===== config.mk =====
export PLATFORM = sky130hd
export DESIGN_NAME = neuron_state_updater
export DESIGN_NICKNAME = d
export VERILOG_FILES = /design/src/rtl/neuron_state_updater.sv
export SDC_FILE = /design/constraint.sdc
export NUM_CORES = 1
export LEC_CHECK = 0
export CORE_ASPECT_RATIO = 0.7
export CORE_MARGIN = 2
export CORE_UTILIZATION = 25
export CTS_BUF_LIST = sky130_fd_sc_hd__clkbuf_8
export CTS_CLUSTER_DIAMETER = 100
export CTS_CLUSTER_SIZE = 16
export DETAILED_ROUTE_END_ITERATION = 12
export MAX_ROUTING_LAYER = met4
export PLACE_DENSITY = 0.46
export SLEW_MARGIN = 20
export SYNTH_ARGS = -nofsm -noshare
export SYNTH_HDL_FRONTEND = slang
export SYNTH_SLANG_ARGS = --single-unit

===== constraint.sdc =====
create_clock -name clk -period 9.1 [get_ports clk]
set_input_delay 2.73 -clock clk [delete_from_list [all_inputs] [get_ports clk]]
set_output_delay 2.73 -clock clk [all_outputs]
set_load 0.05 [all_outputs]

===== src/rtl/neuron_state_updater.sv =====
// Sweeps every neuron once per timestep: read V and I, compute V + I - LEAK with
// saturation, fire and reset on threshold, write back, and stream spike ids out.
module neuron_state_updater #(
  parameter int DATA_WIDTH      = 16,
  parameter int ADDRESS_WIDTH   = 8,
  parameter int NUM_NEURONS     = 256,
  parameter int THRESHOLD       = 1000,
  parameter int LEAK            = 1,
  parameter int RESET_POTENTIAL = 0
) (
  input  logic                     clk,
  input  logic                     rst,
  input  logic                     start,
  output logic                     busy,
  output logic                     done,
  output logic [ADDRESS_WIDTH-1:0] ram_addr,
  output logic                     ram_write_enable,
  output logic [DATA_WIDTH-1:0]    ram_data_in,
  input  logic [DATA_WIDTH-1:0]    ram_data_out,
  output logic [ADDRESS_WIDTH-1:0] cur_addr,
  input  logic [DATA_WIDTH-1:0]    cur_data,
  output logic                     spike_valid,
  output logic [ADDRESS_WIDTH-1:0] spike_id,
  input  logic                     spike_ready,
  output logic [ADDRESS_WIDTH:0]   spike_count
);

  typedef enum logic [2:0] {IDLE, READ, UPDATE, WRITE, DONE} state_t;

  localparam int SUM_WIDTH = DATA_WIDTH + 2;
  localparam logic [ADDRESS_WIDTH-1:0] LAST_IDX = ADDRESS_WIDTH'(NUM_NEURONS - 1);
  localparam logic signed [SUM_WIDTH-1:0] MAX_VALUE = {3'b000, {(DATA_WIDTH-1){1'b1}}};
  localparam logic signed [SUM_WIDTH-1:0] MIN_VALUE = {3'b111, {(DATA_WIDTH-1){1'b0}}};
  localparam logic signed [SUM_WIDTH-1:0] LEAK_EXT = SUM_WIDTH'(LEAK);
  localparam logic [DATA_WIDTH-1:0] RESET_VALUE = DATA_WIDTH'(RESET_POTENTIAL);

  state_t                   state;
  logic [ADDRESS_WIDTH-1:0] idx;
  logic                     fire_q;
  logic                     write_q;

  logic signed [SUM_WIDTH-1:0]  sum;
  logic signed [DATA_WIDTH-1:0] sat;
  logic signed [31:0]           sat_wide;
  logic                         fire;

  // Two guard bits keep V + I - LEAK exact before clamping to the word range.
  always_comb begin
    sum      = SUM_WIDTH'($signed(ram_data_out)) + SUM_WIDTH'($signed(cur_data)) - LEAK_EXT;
    sat      = sum[DATA_WIDTH-1:0];
    if (sum > MAX_VALUE)
      sat = MAX_VALUE[DATA_WIDTH-1:0];
    else if (sum < MIN_VALUE)
      sat = MIN_VALUE[DATA_WIDTH-1:0];
    sat_wide = 32'(sat);
    fire     = (sat_wide >= THRESHOLD);
  end

  // Write strobe is masked by reset so an aborted sweep never writes in the reset cycle.
  assign ram_write_enable = write_q & ~rst;
  assign cur_addr         = ram_addr;

  always_ff @(posedge clk) begin
    if (rst) begin
      state       <= IDLE;
      idx         <= '0;
      fire_q      <= 1'b0;
      write_q     <= 1'b0;
      busy        <= 1'b0;
      done        <= 1'b0;
      spike_valid <= 1'b0;
      spike_count <= '0;
      ram_addr    <= '0;
      ram_data_in <= '0;
      spike_id    <= '0;
    end else begin
      done <= 1'b0;
      case (state)
        IDLE: begin
          if (start) begin
            idx         <= '0;
            ram_addr    <= '0;
            spike_count <= '0;
            busy        <= 1'b1;
            state       <= READ;
          end
        end
        READ: begin
          state <= UPDATE;
        end
        UPDATE: begin
          ram_data_in <= fire ? RESET_VALUE : sat;
          fire_q      <= fire;
          write_q     <= 1'b1;
          spike_valid <= fire;
          spike_id    <= idx;
          state       <= WRITE;
        end
        // A stalled spike simply rewrites the same value; the read-back is never reused.
        WRITE: begin
          if (!fire_q || spike_ready) begin
            write_q     <= 1'b0;
            spike_valid <= 1'b0;
            if (fire_q)
              spike_count <= spike_count + 1'b1;
            if (idx == LAST_IDX) begin
              done  <= 1'b1;
              state <= DONE;
            end else begin
              idx      <= idx + 1'b1;
              ram_addr <= idx + 1'b1;
              state    <= READ;
            end
          end
        end
        DONE: begin
          busy  <= 1'b0;
          state <= IDLE;
        end
        default: state <= IDLE;
      endcase
    end
  end

endmodule


==> results of run 1 <==
-- power breakdown --
part           internal (µW)  leakage [µW]  total [µW]  switching, µW
Combinational           98.9       0.00148         260            161
Sequential               222      0.000397         227           5.13
Clock                   50.8     0.0000399         121           70.4
-- worst max path at each step --
stage | from | end | slack (ps) | depth (start not counted)
5_1_grt | rst | ram_write_enable | 1880 | 4
2_1_floorplan | rst | ram_write_enable | 2670 | 2
3_3_place_gp | rst | ram_write_enable | 1950 | 4
6_report | rst | ram_write_enable | 1970 | 4
3_5_place_dp | rst | ram_write_enable | 1940 | 4
4_1_cts | rst | ram_write_enable | 1940 | 4
-- layout make-up --
class / count / area, µm² / area share, %
Tap cell: 195 / 244 / 5.12
Multi-Input combinational cell: 336 / 2310 / 48.4
Clock inverter: 1 / 5.00 / 0.105
Sequential cell: 49 / 981 / 20.6
Inverter: 70 / 263 / 5.51
Clock buffer: 5 / 68.8 / 1.44
Timing Repair Buffer: 90 / 896 / 18.8
-- cell usage after synthesis, drive strengths merged (5+ instances only) --
library cell and n:
xor2 12, a22oi 5, buf 17, o21ai 18, ha 34, nor4 12, inv 70, o311a 5
nor3 16, a211oi 7, clkbuf 9, or3 5, nand3 7, nand2 48, nand4 9, a21oi 44
nor2 43, dfxtp 49
-- logic make-up after synthesis --
family / count (synthesis) / share of synthesized area, %
mux: 3 / 0.913
compound gates: 117 / 22.2
xor+xnor: 16 / 3.79
fa+ha+maj: 35 / 12.0
flops: 49 / 26.5
buf+inv: 96 / 11.1
simple gates: 165 / 23.4
-- stage by stage --
step	instance area [µm²]	power, µW	setup slack, ps
after floorplan	3700	421	2670
after global placement	4690	490	1950
after detailed placement	4690	492	1940
after CTS	4770	615	1940
after global routing	4770	653	1880
final	4770	608	1970
-- flip-flops by register name, indices dropped and copies added (netlist names) --
name	count
ram_data_in	16
busy	1
state	3
fire_q	1
write_q	1
done	1
idx	8
spike_id	8
spike_count	9
spike_valid	1
-- worst max-delay path: cells and delay by family --
kind | cells | cell delay (ps)
buf+inv | 3 | 1590
simple gates | 1 | 90
-- routing by layer --
layer	vias to the layer above	routed length [µm]	track usage, %
li1	1799	-	-
met1	1614	5190	18.8
met2	64	4180	18.9
met3	6	331	1.56
met4	0	76	2.38
met5	-	0	-
==> results.md, run 1 <==
* Slowest-stage cell, CP: clkdlybuf4s50_1
* Die X-Extent at 149 µm
* Final net count at 623
* Minimum clock period at 7130 ps
* R2R depth at 4
* Setup violators final at 0
* Status: completed
* Seq cells post-synth at 49
* CP cell instances: clkdlybuf4s50_1 -> buf_4 -> nor2b_1 -> clkdlybuf4s50_1
* Ports at 89
* CP most frequent cell: clkdlybuf4s50_1
* Number of max-cap violations at 0
* Antenna diode count at 0
* Hold Slack at 458 ps
* Drt initial violations at roughly 240
* Core area at 14600 µm²
* Largest net degree at the start of global routing at 42
* Worst-Skew Late Latency at about 300 ps
* Origin of the critical flop-to-flop path: state[1]$_SDFFE_PP0P_
* Max Clk Rate at 0.140 GHz
* Total CTS buffers at 5
* Die height at about 110 µm
* Commonest non-fill, non-tap cell in the layout: clkdlybuf4s50_1
* Num rows at 37
* First drt pass iteration count at 4
* GP Congestion at 0.758
* Setup Skew at 5.39 ps
* RR Endpoint: ram_data_in[6]$_SDFFE_PP0P_
* Gates resized, CTS repair at 0
* Max transition margin at 34.6%
* Crit path DAT at 4400 ps
* Htree depth at 2
* Synth cell types at 70
* Synthesized area at 3700 µm²
* Initial antenna violation count at 0
* Vias in the first global route at between 3000 and 4000
* R2r setup slk at 6890 ps
* Main synth FF type: dfxtp_1
* Worst EP required at 6370 ps
* DP Cell Count at 740
* Crit path launch type: input port
* Initial Utilization at 25.4%
* Clock tree root driver cell: clkbuf_8
* # clock sinks at 49
* Synth Warn # at 0
* First-pass GRT wire length at 16000 µm
* Vias at 3483
* CTS clk-pin slew, worst paths at around 80 ps
* CTS tree: built
* Core Util, Final at 32.7%
* Hold Path End: spike_id[0]$_SDFFE_PP0P_
* Top-area cell type share of the netlist area at 26.5%
* Area contributors post-synth: dfxtp_1 (27%), ha_1 (12%), inv_1 (7.1%)
* Actual slew at the worst max-slew pin at ~980 ps
* P_leak at 0.00191 µW
* Sequential cell area fraction in the yosys report at a little over a quarter
* Antenna Nets Post-Route at 0
* Layout cells sized above 1 at 7.26%
* Die area at 15800 µm²
* Routed wire length per instance at 13.1 µm
* Hold-fix buffers, CTS at 0
* FFs w/ async S/R, synth at 0%
* Fillers at 1587
* HPWL after DPL at 7820 µm
* Fin. Hold Viols at 0
* Tot GR Track Use at 12.8%
* RSZ-0062 raised after global routing: false
* Net Count, Synth at about 550
* Area grow syn2layout at 28.9%
* Critical path peak fanout at 41
* Post-route clock period utilization at 78.4%
* Port bufs at 88
* Most frequent cells in the layout: clkdlybuf4s50_1 (88), inv_1 (70), dfxtp_1 (49)
* Setup TNS Final at 0 ps
* Synth area leader: dfxtp_1
* Syn Inst Count at 481
* Grt ovf at 0
* CP Capture Type: primary output
* Critical path class: input port to primary output
* Non-filler cells in the finished layout at 746
* Residual DRC at 0
* Hold_sp: spike_id[0]$_SDFFE_PP0P_
* Worst Hold Class: flip-flop to flip-flop
* Avg Cell Area, Syn at 7.69 µm²
* Clock Path Buffers at 2
* Final WL at 9780 µm
* EDFF count, synth at 0
* CP max stage delay at 720 ps
* Pwr/cell area at between 100 and 150 nW/µm²
* Slew Viols, Final at 0
* Worst Hold Path Cells at 2
* Via-to-Cell Ratio at between 4 and 5
* VDD IR-drop max at 0.0549 mV
* Setup bufs post-CTS at 0
No activity file was read; power rests on OpenSTA's default activity.
==> inputs of run 2 (changes only) <==
PLACE_DENSITY = 0.48   (was 0.46)
clock period = 6.31 ns   (was 9.1 ns; I/O delays follow)
==> run 2 against run 1 <==
  * Core utilization is 0.15 points higher
  * Sequential power grew 44%
  * Die area stayed put
  * Critical path type is now input port to flip-flop
  * Critical endpoint is now ram_data_in[9]$_SDFFE_PP0P_
==> results.md, run 2 (same netlist as run 1, synthesis figures left out) <==
* Status: completed (unchanged)
* Clock Path Buffers at 2 (unchanged)
* Fin. Hold Viols at 0 (unchanged)
* Clock tree root driver cell: clkbuf_8 (unchanged)
* Routed wire length per instance at 13.6 µm (was 13.1 µm)
* GP Congestion at 0.857 (was 0.758)
* Total CTS buffers at 5 (unchanged)
* Worst EP required at 6480 ps (was 6370 ps)
* RSZ-0062 raised after global routing: false (unchanged)
* Top delay family on crit path: compound AO/OA/AOI/OAI gates (was buffers and inverters)
* Hold-fix buffers, CTS at 0 (unchanged)
* Post-route clock period utilization at 83.1%
* Crit path launch type: input port (unchanged)
* Wire length on met2 at 4250 µm (was 4180 µm)
* Critical path peak fanout at 9 (was 41)
* R2R depth at 4 (unchanged)
* Gates resized, CTS repair at 0 (unchanged)
* Initial antenna violation count at 0 (unchanged)
* R2r setup slk at 4080 ps (was 6890 ps)
* P_leak at 0.00192 µW (was 0.00191 µW)
* Non-filler cells in the finished layout at 749 (was 746)
* Vias at 3511 (was 3483)
* Die X-Extent at 149 µm (unchanged)
* Commonest non-fill, non-tap cell in the layout: clkdlybuf4s50_1 (unchanged)
* CP max stage delay at 590 ps (was 720 ps)
* Most frequent cells in the layout: clkdlybuf4s50_1 (87), inv_1 (70), dfxtp_1 (49) (was clkdlybuf4s50_1 (88), inv_1 (70), dfxtp_1 (49))
* WL met1 at 5540 µm (was 5190 µm)
* VDD IR-drop max at 0.0877 mV (was 0.0549 mV)
* CP Capture Point: ram_data_in[9]$_SDFFE_PP0P_ (was ram_write_enable)
* Via-to-Cell Ratio at 4.69 (was 4.67)
* Biggest register: ram_data_in (unchanged)
* Antenna Nets Post-Route at 0 (unchanged)
* Setup bufs post-CTS at 0 (unchanged)
* Antenna diode count at 0 (unchanged)
* Tot GR Track Use at 13.3% (was 12.8%)
* First drt pass iteration count at 4 (unchanged)
* Actual slew at the worst max-slew pin at 1050 ps (was 979 ps)
* Origin of the critical flop-to-flop path: state[1]$_SDFFE_PP0P_ (unchanged)
* Largest net degree at the start of global routing at 41 (was 42)
* Layout cells sized above 1 at 7.94% (was 7.26%)
* Minimum clock period at 5240 ps
* Pwr/cell area at 188 nW/µm² (was 128 nW/µm²)
* CP cell instances: clkdlybuf4s50_1 -> inv_1 -> ha_1 -> inv_1 -> ha_1 -> inv_1 -> fa_1 -> nor2b_4 -> o31a_2 -> o21ai_1 -> o21ai_1 -> a22o_1 -> o31ai_4 -> a211oi_4 -> nor4_2 (was clkdlybuf4s50_1 -> buf_4 -> nor2b_1 -> clkdlybuf4s50_1)
* Htree depth at 2 (unchanged)
* Drt initial violations at 226 (was 236)
* Setup violators final at 0 (unchanged)
* Grt ovf at 0 (unchanged)
* Crit path from: ram_data_out[1] (was rst)
* HPWL after DPL at 8080 µm (was 7820 µm)
* Slew Viols, Final at 0 (unchanged)
* Buf/Inv on CP at 4 (was 3)
* Worst Hold Class: flip-flop to flip-flop (unchanged)
* CTS tree: built (unchanged)
* Max transition margin at 29.7% (was 34.6%)
* DP Cell Count at 741 (was 740)
* Number of max-cap violations at 0 (unchanged)
* CTS clk-pin slew, worst paths at 90 ps (was 80 ps)
* Crit path DAT at 5420 ps (was 4400 ps)
* Worst-Skew Late Latency at 310 ps (was 300 ps)
* Num rows at 37 (unchanged)
* First-pass GRT wire length at 16700 µm (was 16000 µm)
* Port bufs at 88 (unchanged)
* Core area at 14600 µm² (unchanged)
* Highest Signal Layer: met4 (unchanged)
* Die area at 15800 µm² (unchanged)
* # clock sinks at 49 (unchanged)
* Slowest-stage cell, CP: a211oi_4 (was clkdlybuf4s50_1)
* Final WL at 10200 µm (was 9780 µm)
* WP depth at 15 (was 4)
* Fillers at 1559 (was 1587)
* Cell area after layout at 4790 µm² (was 4770 µm²)
* Setup TNS Final at 0 ps (unchanged)
* CP most frequent cell: inv_1 (was clkdlybuf4s50_1)
* Initial Utilization at 25.4% (unchanged)
* Max reg flops at 16 (unchanged)
* Residual DRC at 0 (unchanged)
* Area grow syn2layout at 29.5% (was 28.9%)
* Cell Area, Placed at 4700 µm² (was 4690 µm²)
* Final net count at 624 (was 623)
* Setup Skew at 9.72 ps (was 5.39 ps)
* Met3 Wirelength at 316 µm (was 331 µm)
* Critical path class: input port to flip-flop (was input port to primary output)
* Ports at 89 (unchanged)
* Vias in the first global route at 3301 (was 3264)
* Largest registers: ram_data_in (16), spike_count (9) (unchanged)
* Die height at 106 µm (unchanged)
* CP Capture Type: flip-flop (was primary output)
* Max Clk Rate at 0.191 GHz
* RR Endpoint: ram_data_in[9]$_SDFFE_PP0P_ (was ram_data_in[6]$_SDFFE_PP0P_)
==> run 2: changes by cell type in the layout (fill, tap and decap cells not counted), sizes merged <==
cell | before | now
buf | 2 | 4
clkinv | 1 | 0
clkdlybuf4s50 | 88 | 87
clkinvlp | 0 | 3
==> run 2: area by class of cell <==
class / instances / area [µm²] / area share, %
clock buffers: 5 / 68.8 / 1.44
flip-flops and latches: 49 / 981 / 20.5
clock inverters: 3 / 22.5 / 0.470
multi-input cells: 336 / 2310 / 48.2
well taps: 195 / 244 / 5.10
repair buffers: 91 / 901 / 18.8
inverters: 70 / 263 / 5.49
==> run 2: tightest hold or removal path, stage by stage, from the launching register on <==
cell and delay, ps:
dfxtp_1 320, nand2_1 50, a21oi_1 50
==> run 2: routing by layer <==
metal / global-route usage [%] / vias to the layer above
met5: - / -
met4: 2.52 / 0
met3: 1.39 / 7
met2: 18.9 / 71
met1: 20.1 / 1630
li1: - / 1803
==> run 2: power by group <==
part           leakage [µW]  internal, µW  switching, µW
logic               0.00148           144            236
registers          0.000397           320           8.07
clock network     0.0000364          78.0            114
==> run 2: metrics by stage <==
stage	total power [µW]	hold slack [ps]	util (%)	setup WS, ps
after floorplan	608	449	-	1550
after global placement	710	444	32.2	882
after detailed placement	711	450	32.2	775
after CTS	908	463	32.8	1100
after global routing	964	483	32.8	859
final	899	459	32.8	1070
==> run 2: how the worst min path moves through the flow <==
stage	cells past startpoint	slack [ps]	end	start
2_1_floorplan	2	450	write_q$_SDFFE_PP0P_	write_q$_SDFFE_PP0P_
3_3_place_gp	2	440	spike_id[4]$_SDFFE_PP0P_	spike_id[4]$_SDFFE_PP0P_
3_5_place_dp	2	450	spike_id[7]$_SDFFE_PP0P_	spike_id[7]$_SDFFE_PP0P_
4_1_cts	2	460	spike_id[4]$_SDFFE_PP0P_	spike_id[4]$_SDFFE_PP0P_
5_1_grt	2	480	spike_id[4]$_SDFFE_PP0P_	spike_id[4]$_SDFFE_PP0P_
6_report	2	460	ram_data_in[14]$_SDFFE_PP0P_	ram_data_in[14]$_SDFFE_PP0P_
==> inputs of run 3 (changes only) <==
clock period = 4.8 ns   (was 6.31 ns; I/O delays follow)
==> run 3 against run 2 <==
  * Global-route usage hardly changed
  * Design area is 4.6% higher
  * Register-to-register slack worse by 1400 ps
  * Flip-flop and latch count stayed put
  * Sequential power is 31% higher
  * Critical path type unchanged
==> results.md, run 3 (same netlist as run 1, synthesis figures left out) <==
* Non-filler cells in the finished layout at 771 (was 749)
* Crit path DAT at 4730 ps (was 5420 ps)
* Ports at 89 (unchanged)
* Routed wire length per instance at 13.0 µm (was 13.6 µm)
* Vias at 3543 (was 3511)
* Setup violators final at 0 (unchanged)
* Drt initial violations at 253 (was 226)
* Largest net degree at the start of global routing at 41 (unchanged)
* Core Util, Final at 34.4% (was 32.8%)
* Grt ovf at 0 (unchanged)
* CP cell instances: clkdlybuf4s50_1 -> inv_1 -> ha_1 -> inv_1 -> ha_1 -> a21o_1 -> nand4_1 -> a21boi_0 -> nor2_1 -> mux2i_2 -> o31ai_4 -> a211oi_4 -> buf_12 -> nor4_2 (was clkdlybuf4s50_1 -> inv_1 -> ha_1 -> inv_1 -> ha_1 -> inv_1 -> fa_1 -> nor2b_4 -> o31a_2 -> o21ai_1 -> o21ai_1 -> a22o_1 -> o31ai_4 -> a211oi_4 -> nor4_2)
* Port bufs at 88 (unchanged)
* Slowest-stage cell, CP: a21boi_0 (was a211oi_4)
* Number of max-cap violations at 0 (unchanged)
* Total CTS buffers at 5 (unchanged)
* Final net count at 646 (was 624)
* Die area at 15800 µm² (unchanged)
* Worst Hold Class: flip-flop to flip-flop (unchanged)
* First-pass GRT wire length at 16600 µm (was 16700 µm)
* RSZ-0062 raised after global routing: false (unchanged)
* Max Clk Rate at 0.221 GHz
* Die X-Extent at 149 µm (unchanged)
* Num rows at 37 (unchanged)
* Clock Path Buffers at 2 (unchanged)
* Via-to-Cell Ratio at 4.60 (was 4.69)
* Max reg flops at 16 (unchanged)
* VDD IR-drop max at 0.136 mV (was 0.0877 mV)
* Tot GR Track Use at 13.3% (about the same)
* Worst EP required at 5020 ps (was 6480 ps)
* Slew Viols, Final at 0 (unchanged)
* Final WL at 10000 µm (was 10200 µm)
* Die height at 106 µm (unchanged)
* Max transition margin at 32.2% (was 29.7%)
* Hold-fix buffers, CTS at 0 (unchanged)
* Most frequent cells in the layout: clkdlybuf4s50_1 (87), inv_1 (70), dfxtp_1 (49) (unchanged)
* Status: completed (unchanged)
* Pwr/cell area at 258 nW/µm² (was 188 nW/µm²)
* Fin. Hold Viols at 0 (unchanged)
* Antenna Nets Post-Route at 0 (unchanged)
* Clock tree root driver cell: clkbuf_8 (unchanged)
* Core area at 14600 µm² (unchanged)
* P_leak at 0.00205 µW (was 0.00192 µW)
* Actual slew at the worst max-slew pin at 1020 ps (was 1050 ps)
* First drt pass iteration count at 4 (unchanged)
* HPWL after DPL at 8170 µm (was 8080 µm)
* Antenna diode count at 0 (unchanged)
* DP Cell Count at 762 (was 741)
* # clock sinks at 49 (unchanged)
* Minimum clock period at between 4000 and 5000 ps
* Biggest register: ram_data_in (unchanged)
* Initial antenna violation count at 0 (unchanged)
* Area grow syn2layout at 35.5% (was 29.5%)
* Post-route clock period utilization at 94.1%
* CTS clk-pin slew, worst paths at 90 ps (about the same)
* Layout cells sized above 1 at 11.6% (was 7.94%)
* Crit path launch type: input port (unchanged)
* Commonest non-fill, non-tap cell in the layout: clkdlybuf4s50_1 (unchanged)
* GP Congestion at 0.836 (was 0.857)
* Largest registers: ram_data_in (16), spike_count (9) (unchanged)
* CP Capture Type: flip-flop (unchanged)
* Critical path peak fanout at 9 (unchanged)
* Worst-Skew Late Latency at 310 ps (about the same)
* Vias in the first global route at 3331 (was 3301)
* Setup Skew at 4.62 ps (was 9.72 ps)
* Residual DRC at 0 (unchanged)
* CP max stage delay at 500 ps (was 590 ps)
* Htree depth at 2 (unchanged)
* Critical path class: input port to flip-flop (unchanged)
* Initial Utilization at 25.4% (unchanged)
* CTS tree: built (unchanged)
[run 3: power breakdown]
group          internal (µW)  switching [µW]
registers                420            10.5
logic                    233             317
clock network            169             141
total                    822             469
[run 3: worst max-delay path: cells and delay by family]
family	cells	cell delay (ps)
adders and majority gates	2	590
muxes	1	210
buffers and inverters	4	760
AOI/OAI and AO/OA	4	1180
and+or+nand+nor	3	570
[run 3: cell type report]
type / instances / area (µm²)
Clock buffer: 6 / 82.6
Clock inverter: 2 / 37.5
Fill cell: 1547 / 9570
Inverter: 70 / 263
Multi-Input combinational cell: 336 / 2310
Sequential cell: 49 / 981
Tap cell: 195 / 244
Timing Repair Buffer: 113 / 1090
[run 3: per-stage QoR]
step	setup WS [ps]	hold slack, ps	setup TNS, ps	total power (µW)	cell area, µm²
CTS	157	463	0	1300	4990
finish	283	459	0	1290	5010
floorplan	547	449	0	799	3700
global placement	-57.3	444	-413	985	4870
detailed placement	-152	449	-1560	987	4870
global route	40.9	481	0	1380	5010
[run 3: layer usage]
layer  part of all wire (%)  track usage (%)  wire length, µm  vias up
li1                       -                -                -     1844
met1                     53             19.9             5320     1628
met2                     42             19.1             4220       62
met3                    4.2             1.47              424        9
met4                   0.80             2.38               80        0
met5                      0                -                0        -
[run 3: path summary, 6_finish.rpt]
check                                         startpoint                            to  slack (ps)  depth (start not counted)
worst max-delay path                         cur_data[2]  ram_data_in[11]$_SDFFE_PP0P_         280                         14
worst min-delay path            spike_id[7]$_SDFFE_PP0P_      spike_id[7]$_SDFFE_PP0P_         460                          2
worst max register to register     state[2]$_SDFFE_PP0P_   ram_data_in[2]$_SDFFE_PP0P_        2660                          6
worst min register to register  spike_id[7]$_SDFFE_PP0P_      spike_id[7]$_SDFFE_PP0P_         460                          2
[run 3: what timing repair did]
action                     4_1_cts  5_1_grt
resized for setup                0        1
setup endpoints to repair        0       11
buffers inserted                 0        1
